==> config.mk <==
export PLATFORM = sky130hd
export DESIGN_NAME = mem_stage_lsu
export DESIGN_NICKNAME = d
export VERILOG_FILES = /design/src/rtl/mem_stage_lsu.sv
export SDC_FILE = /design/constraint.sdc
export NUM_CORES = 1
export LEC_CHECK = 0
export CAP_MARGIN = 20
export CORE_UTILIZATION = 35
export CTS_CLUSTER_SIZE = 8
export DETAILED_ROUTE_END_ITERATION = 12
export SYNTH_ARGS = -nofsm -noshare
export SYNTH_HDL_FRONTEND = slang
export SYNTH_SLANG_ARGS = --single-unit
==> constraint.sdc <==
create_clock -name clk -period 2.8 [get_ports clk]
set_input_delay 0.42 -clock clk [delete_from_list [all_inputs] [get_ports clk]]
set_output_delay 0.42 -clock clk [all_outputs]
set_load 0.02 [all_outputs]
==> src/rtl/mem_stage_lsu.sv <==
// Memory-access stage: waits for the load/store response, aligns and extends load data for WB.
// Define MS_FWD_EN to drive real forward data to decode instead of stalling on every writer.
module mem_stage_lsu #(
    parameter int DW = 32,
    parameter int RW = 5
) (
    input  logic          clk,
    input  logic          reset,
    input  logic          es_to_ms_valid,
    output logic          ms_allowin,
    input  logic [DW-1:0] es_pc,
    input  logic [RW-1:0] es_dest,
    input  logic          es_gr_we,
    input  logic          es_res_from_mem,
    input  logic          es_mem_req,
    input  logic [4:0]    es_load_op,
    input  logic [DW-1:0] es_result,
    input  logic          es_ex,
    input  logic          data_sram_data_ok,
    input  logic [DW-1:0] data_sram_rdata,
    input  logic          ms_flush,
    input  logic          ws_allowin,
    output logic          ms_to_ws_valid,
    output logic [DW-1:0] ms_pc,
    output logic [RW-1:0] ms_dest,
    output logic          ms_gr_we,
    output logic [DW-1:0] ms_final_result,
    output logic          ms_ex,
    output logic          ms_fwd_valid,
    output logic          ms_blk_valid,
    output logic [RW-1:0] ms_fwd_dest,
    output logic [DW-1:0] ms_fwd_data
);

    logic          ms_valid;
    logic          ms_ready_go;
    logic [DW-1:0] pc_r;
    logic [RW-1:0] dest_r;
    logic          gr_we_r;
    logic          res_from_mem_r;
    logic          mem_req_r;
    logic [4:0]    load_op_r;
    logic [DW-1:0] result_r;
    logic          es_ex_r;
    logic          data_got;
    logic [DW-1:0] data_buf;
    logic [1:0]    cancel_cnt;

    logic          take;
    logic          leave;
    logic          resp_live;
    logic          inc_a;
    logic          inc_b;
    logic          dec;
    logic [2:0]    cnt_sum;
    logic [1:0]    cnt_next;
    logic [DW-1:0] ld_data;
    logic [1:0]    a;
    logic [7:0]    sel_b;
    logic [15:0]   sel_h;
    logic [DW-1:0] ext;

    assign resp_live   = data_sram_data_ok && (cancel_cnt == 2'd0);
    assign ms_ready_go = !mem_req_r || es_ex_r || data_got || resp_live;
    assign ms_allowin  = !ms_valid || (ms_ready_go && ws_allowin);
    assign take        = es_to_ms_valid && ms_allowin;
    assign ms_to_ws_valid = ms_valid && ms_ready_go && !ms_flush;
    assign leave       = ms_to_ws_valid && ws_allowin;

    always_ff @(posedge clk) begin
        if (reset) begin
            ms_valid       <= 1'b0;
            pc_r           <= '0;
            dest_r         <= '0;
            gr_we_r        <= 1'b0;
            res_from_mem_r <= 1'b0;
            mem_req_r      <= 1'b0;
            load_op_r      <= '0;
            result_r       <= '0;
            es_ex_r        <= 1'b0;
        end else begin
            if (ms_flush)
                ms_valid <= 1'b0;
            else if (ms_allowin)
                ms_valid <= es_to_ms_valid;
            if (take) begin
                pc_r           <= es_pc;
                dest_r         <= es_dest;
                gr_we_r        <= es_gr_we;
                res_from_mem_r <= es_res_from_mem;
                mem_req_r      <= es_mem_req;
                load_op_r      <= es_load_op;
                result_r       <= es_result;
                es_ex_r        <= es_ex;
            end
        end
    end

    // Hold a response that arrives while WB is stalled.
    always_ff @(posedge clk) begin
        if (reset) begin
            data_got <= 1'b0;
            data_buf <= '0;
        end else if (ms_flush || take || leave) begin
            data_got <= 1'b0;
        end else if (resp_live && ms_valid && mem_req_r
                     && !data_got && !ws_allowin) begin
            data_got <= 1'b1;
            data_buf <= data_sram_rdata;
        end
    end

    // Count responses owed to flushed requests so they are dropped on arrival.
    assign inc_a = ms_flush && ms_valid && mem_req_r
                   && !data_got && !data_sram_data_ok;
    assign inc_b = ms_flush && es_to_ms_valid && es_mem_req;
    assign dec   = data_sram_data_ok && (cancel_cnt != 2'd0);

    always_comb begin
        cnt_sum = {1'b0, cancel_cnt} + {2'b0, inc_a}
                + {2'b0, inc_b} - {2'b0, dec};
        cnt_next = (cnt_sum > 3'd3) ? 2'd3 : cnt_sum[1:0];
    end

    always_ff @(posedge clk) begin
        if (reset)
            cancel_cnt <= 2'd0;
        else
            cancel_cnt <= cnt_next;
    end

    assign ld_data = data_got ? data_buf : data_sram_rdata;
    assign a       = result_r[1:0];

    always_comb begin
        sel_b = ld_data[7:0];
        unique case (a)
            2'd0: sel_b = ld_data[7:0];
            2'd1: sel_b = ld_data[15:8];
            2'd2: sel_b = ld_data[23:16];
            2'd3: sel_b = ld_data[31:24];
        endcase
        sel_h = a[1] ? ld_data[31:16] : ld_data[15:0];
    end

    always_comb begin
        ext = ld_data;
        unique case (1'b1)
            load_op_r[0]: ext = {{(DW-8){sel_b[7]}}, sel_b};
            load_op_r[1]: ext = {{(DW-16){sel_h[15]}}, sel_h};
            load_op_r[2]: ext = ld_data;
            load_op_r[3]: ext = {{(DW-8){1'b0}}, sel_b};
            load_op_r[4]: ext = {{(DW-16){1'b0}}, sel_h};
            default:      ext = ld_data;
        endcase
    end

    assign ms_pc           = pc_r;
    assign ms_dest         = dest_r;
    assign ms_gr_we        = gr_we_r;
    assign ms_final_result = res_from_mem_r ? ext : result_r;
    assign ms_ex           = ms_valid && es_ex_r;
    assign ms_fwd_dest     = dest_r;

`ifdef MS_FWD_EN
    assign ms_fwd_valid = ms_to_ws_valid && gr_we_r;
    assign ms_blk_valid = ms_valid && res_from_mem_r && !ms_ready_go;
    assign ms_fwd_data  = ms_final_result;
`else
    assign ms_fwd_valid = 1'b0;
    assign ms_blk_valid = ms_valid && gr_we_r;
    assign ms_fwd_data  = '0;
`endif

endmodule

# After elaboration in Yosys (flattened, before gate mapping)
# Cells that the tools add are included.
# classes
add_sub_neg	3
n_lt_le_gt_ge	1
eq_ne	3
n_mux	6
bitwise_logic	1
reduce_logical	37
# ops
op	count
one-hot mux 32 bit (4 select lines)	1
two-way mux 32 bit	2
one-hot mux 8 bit (4 select lines)	1
logical AND 1 bit	19
two-way mux 16 bit	1
zero test 1 bit	6
logical OR 1 bit	6
== test 2 bit (second input constant)	2
zero test 2 bit	2
OR reduction 2 bit	2
adder 2 x 1 -> 3 bit	1
adder 3 x 1 -> 3 bit	1
> comparator 3 x 2 -> 1 bit (second input constant)	1
subtractor 3 x 1 -> 3 bit	1
== test 2 x 1 -> 1 bit (second input constant)	1
two-way mux 2 bit	1
AND reduction 2 bit	1
nonzero test 2 bit	1
NOT 1 bit	1
# word_totals
register_bits	114
input_bits	116
out_inout_bits	112
word_cells	63

# Longest topological paths before layout
# logic_depth
word_depth	11
mapped_depth	8
depth_no_buf	7

# Worst setup path after synthesis
# OpenSTA, ideal clock, no wires.
# synth_path
path_type	register to output
from	register load_op_r[4]
to	output ms_final_result[15]
arrival_ps	1678
t_required_ps	2380
path_slack_ps	702
path_stages_with_launch	6
path_buffers	1
path_cell_list	dfxtp_1 -> or4_1 -> buf_2 -> nor2_1 -> a21oi_1 -> a31oi_1
# synth_via
elab_chain_cells	2
# synth_rtl
item	line	source
from (decl)	42	logic [4:0] load_op_r;
from (signal assigned)	92	load_op_r <= es_load_op;
one-hot mux 32 bit (4 select lines)	148	unique case (1'b1)
two-way mux 32 bit	161	assign ms_final_result = res_from_mem_r ? ext : result_r;
to (decl)	27	output logic [DW-1:0] ms_final_result,
# No other way between the ends.

# Worst setup path in the final report
# layout_path
from	register result_r[1]
to	output ms_final_result[11]
# layout_via
elab_chain_cells	4
word_cells_on_any_way	8
classes_between	3 x eq/ne; 4 x mux; 1 x reduce/logical
# layout_rtl
item	line	source
from (decl)	43	logic [DW-1:0] result_r;
from (signal assigned)	93	result_r <= es_result;
== test 2 bit, or another cell as far along	137	unique case (a)
one-hot mux 8 bit (4 select lines)	137	
one-hot mux 32 bit (4 select lines) (*)	148	
two-way mux 32 bit (*)	161	
# Every way passes the cells marked *; elsewhere a longest branch is shown, timed or not.

==> flow_summary.ini <==
[placed_design]
dp.cells = 1163
placed_cell_area_mm2 = 0.008795
place.detailed.hpwl_um = 13750
portBuffers = 193
place_ws_ns = -0.2823
place.gp.congestion = 0.8156

[power]
power_switching_mw = 1.482
p_leak_nw = 3.684
switching_share_pct = 27.74
p_int_mw = 3.860
p_seq_share_pct = 33.0
vdd_ir_drop_max_mv = 0.4254
p_clk_share_pct = 45.0
power_mw = 5.342
p_comb_share_pct = 22.0
power_density_mw_per_mm2 = 569.6

[sta]
max_freq_ghz = 0.3671
tightest_slew_ns = 0.5462
drv_slew = 0
clock-skew-final_ns = 0.006390
fin_crit_ns = 2.724
fin_hold_ws_ns = 0.4522
relSlewSlack_pct = 63.54
setup_tns_ns = 0
fin_crit_sh_pct = 97.28
hold_viol = 0
worst_slack_ns = 0.07618
rsz0062_at_grt = false
setup_violations = 0

[clocking]
clkTransAtPathRegs_ns = 0.05
cts-root-buf = clkbuf_16
cts_buffer_depth = 2
cts_tree = yes
clk_latency_ns = 0.42
htreeDepth = 4
ctsHoldBuffers = 0
cts.sinks = 113
cts_buffers = 17

[drt]
via_per_inst = 4.791
vias = 5735
routed_wl_um = 19030
drc = 0
firstDrtPassIters = 4
postRouteAntennaNets = 0
post_drt_wl_per_cell_um = 15.90
initialDrtViolationCount = 285

[final_layout]
diodes = 0
nFillCells = 1744
final_cell_area_mm2 = 0.009378
nets = 1068
layout.cells.non_filler = 1197
areaGrowthSynthToFinish_pct = 40.57
drive_gt1_share_pct = 15.78
post-route-util_pct = 50.13

[worst_setup_path]
cp-end-kind = output pin
arrival_ns = 2.30
start_kind = register
cpPeakStageDelay_ns = 0.54
crit_slowest_cell = mux4_2
path_class = reg2out
critPathRequiredTime_ns = 2.38
crit_fanout = 8
r2r_start = cancel_cnt[0]
startpoint = result_r[1]
cp_cell_sequence = buf_12 -> mux4_2 -> mux2_2 -> nand2_4 -> a31oi_1 -> clkdlybuf4s15_1

[synthesis]
netlist_area_mm2 = 0.006671
ys_seq_elements = 113
synthDistinctLibCells = 45
synth_edf_count = 0
yosysSeqAreaShare_pct = 33.91
synth_cells = 763
async_flop_share_pct = 0
avgSynthCellArea_um2 = 8.744
yosys_warnings = 0
synth-main-ff-cell = dfxtp_1

[floorplan]
fp.dieArea_mm2 = 0.01962
die_x_um = 140.1
core_mm2 = 0.01871
die_h_um = 140.1
initial_utilization_pct = 35.67
ios = 228
row_count = 50

[global_routing]
antenna_found_initial = 0
grt_pass1_vias = 5529
grt.overflow.total = 0
grt_pass1_wl_um = 29950
grt_max_degree = 76
grtUsageTotal_pct = 19.93

[worst_hold_path]
hold_class = reg2reg
min-delay-start = data_buf[22]

[job]
drv_cap = 0

[run_status]
status = finished clean
worst max-delay path: cells and delay by family, from the launching register on:
kind            cells  cell delay (ns)
flops               1             0.35
buf+inv             2             0.44
compound gates      1             0.09
mux                 2             0.87
simple gates        1             0.14
worst paths after layout:
kind | endpoint | slack, ns | depth (start not counted)
worst min register to register | data_buf[22] | 0.45 | 2
worst max-delay path | ms_final_result[11] | 0.08 | 6
worst min-delay path | data_buf[22] | 0.45 | 2
worst max register to register | cancel_cnt[1] | 0.69 | 7
flip-flops by register name, summed over array words and instances (netlist names), 2 cells and up:
signal and flops:
cancel_cnt 2, data_buf 32, ms_dest 5, ms_pc 32
load_op_r 4, result_r 32
power groups by stage:
stage / logic [mW] / registers, mW / clock network [mW]
4_1_cts: 1.19 / 1.76 / 2.46
5_1_grt: 1.27 / 1.78 / 2.53
3_3_place_gp: 1.21 / 1.80 / 0
2_1_floorplan: 0.657 / 1.83 / 0
6_report: 1.17 / 1.76 / 2.40
3_5_place_dp: 1.21 / 1.80 / 0
cells in the mapped netlist, drive strengths merged, types with 3 or more instances:
master / n / area share, %
mux4: 9 / 3.0
clkbuf: 28 / 1.6
buf: 66 / 7.5
nor2: 52 / 2.9
mux2i: 101 / 15
dfxtp: 113 / 34
inv: 3 / 0.17
mux2: 19 / 3.2
a31oi: 10 / 0.94
nor3b: 3 / 0.34
nand2b: 163 / 15
a21oi: 60 / 4.5
o21ai: 16 / 1.2
nand2: 82 / 5.0
and2: 4 / 0.38
cell usage in the layout, fill, tap and decap left out, types with 10 or more instances in the layout:
cell type / count
nand2b_1: 163
clkdlybuf4s50_1: 160
dfxtp_1: 112
mux2i_1: 99
nand2_1: 72
a21oi_1: 59
nor2_1: 52
conb_1: 33
buf_4: 27
mux2_2: 19
clkbuf_16: 17
buf_2: 17
o21ai_0: 15
a31oi_1: 10
per-layer routing:
| layer | vias to the layer above | GRT usage (%) | wire, um |
|---|---|---|---|
| li1 | 2869 | - | - |
| met3 | 30 | 5.265 | 1195 |
| met1 | 2627 | 26.38 | 8944 |
| met4 | 0 | 7.230 | 399 |
| met2 | 209 | 31.11 | 8491 |
| met5 | - | 0 | 0 |
layout make-up:
type                            instances  area (um^2)  area share [%]
Inverter                                3        11.26          0.1201
Timing Repair Buffer                  231         2206           23.52
Tap cell                              234        292.8           3.122
Clock inverter                         14        212.7           2.268
Multi-Input combinational cell        584         3953           42.15
Clock buffer                           18        439.2           4.683
Sequential cell                       113         2263           24.14
cell families (layout without fill, tap and decap cells):
family | after synthesis | count (layout) | synth area share, %
buf+inv | 98 | 266 | 9.377
other cells | 1 | 33 | 0.05621
flops | 113 | 113 | 33.91
mux | 129 | 129 | 21.40
fa+ha+maj | 2 | 2 | 0.6002
xor+xnor | 1 | 1 | 0.1313
simple gates | 317 | 317 | 25.92
compound gates | 102 | 102 | 8.609
what timing repair did:
action                                  4_1_cts  5_1_grt
gates cloned                                  0        0
gates resized for setup                      94       28
endpoints found under the setup margin       32       16
setup buffers                                 2        0
No activity file was read; power rests on OpenSTA's default activity.
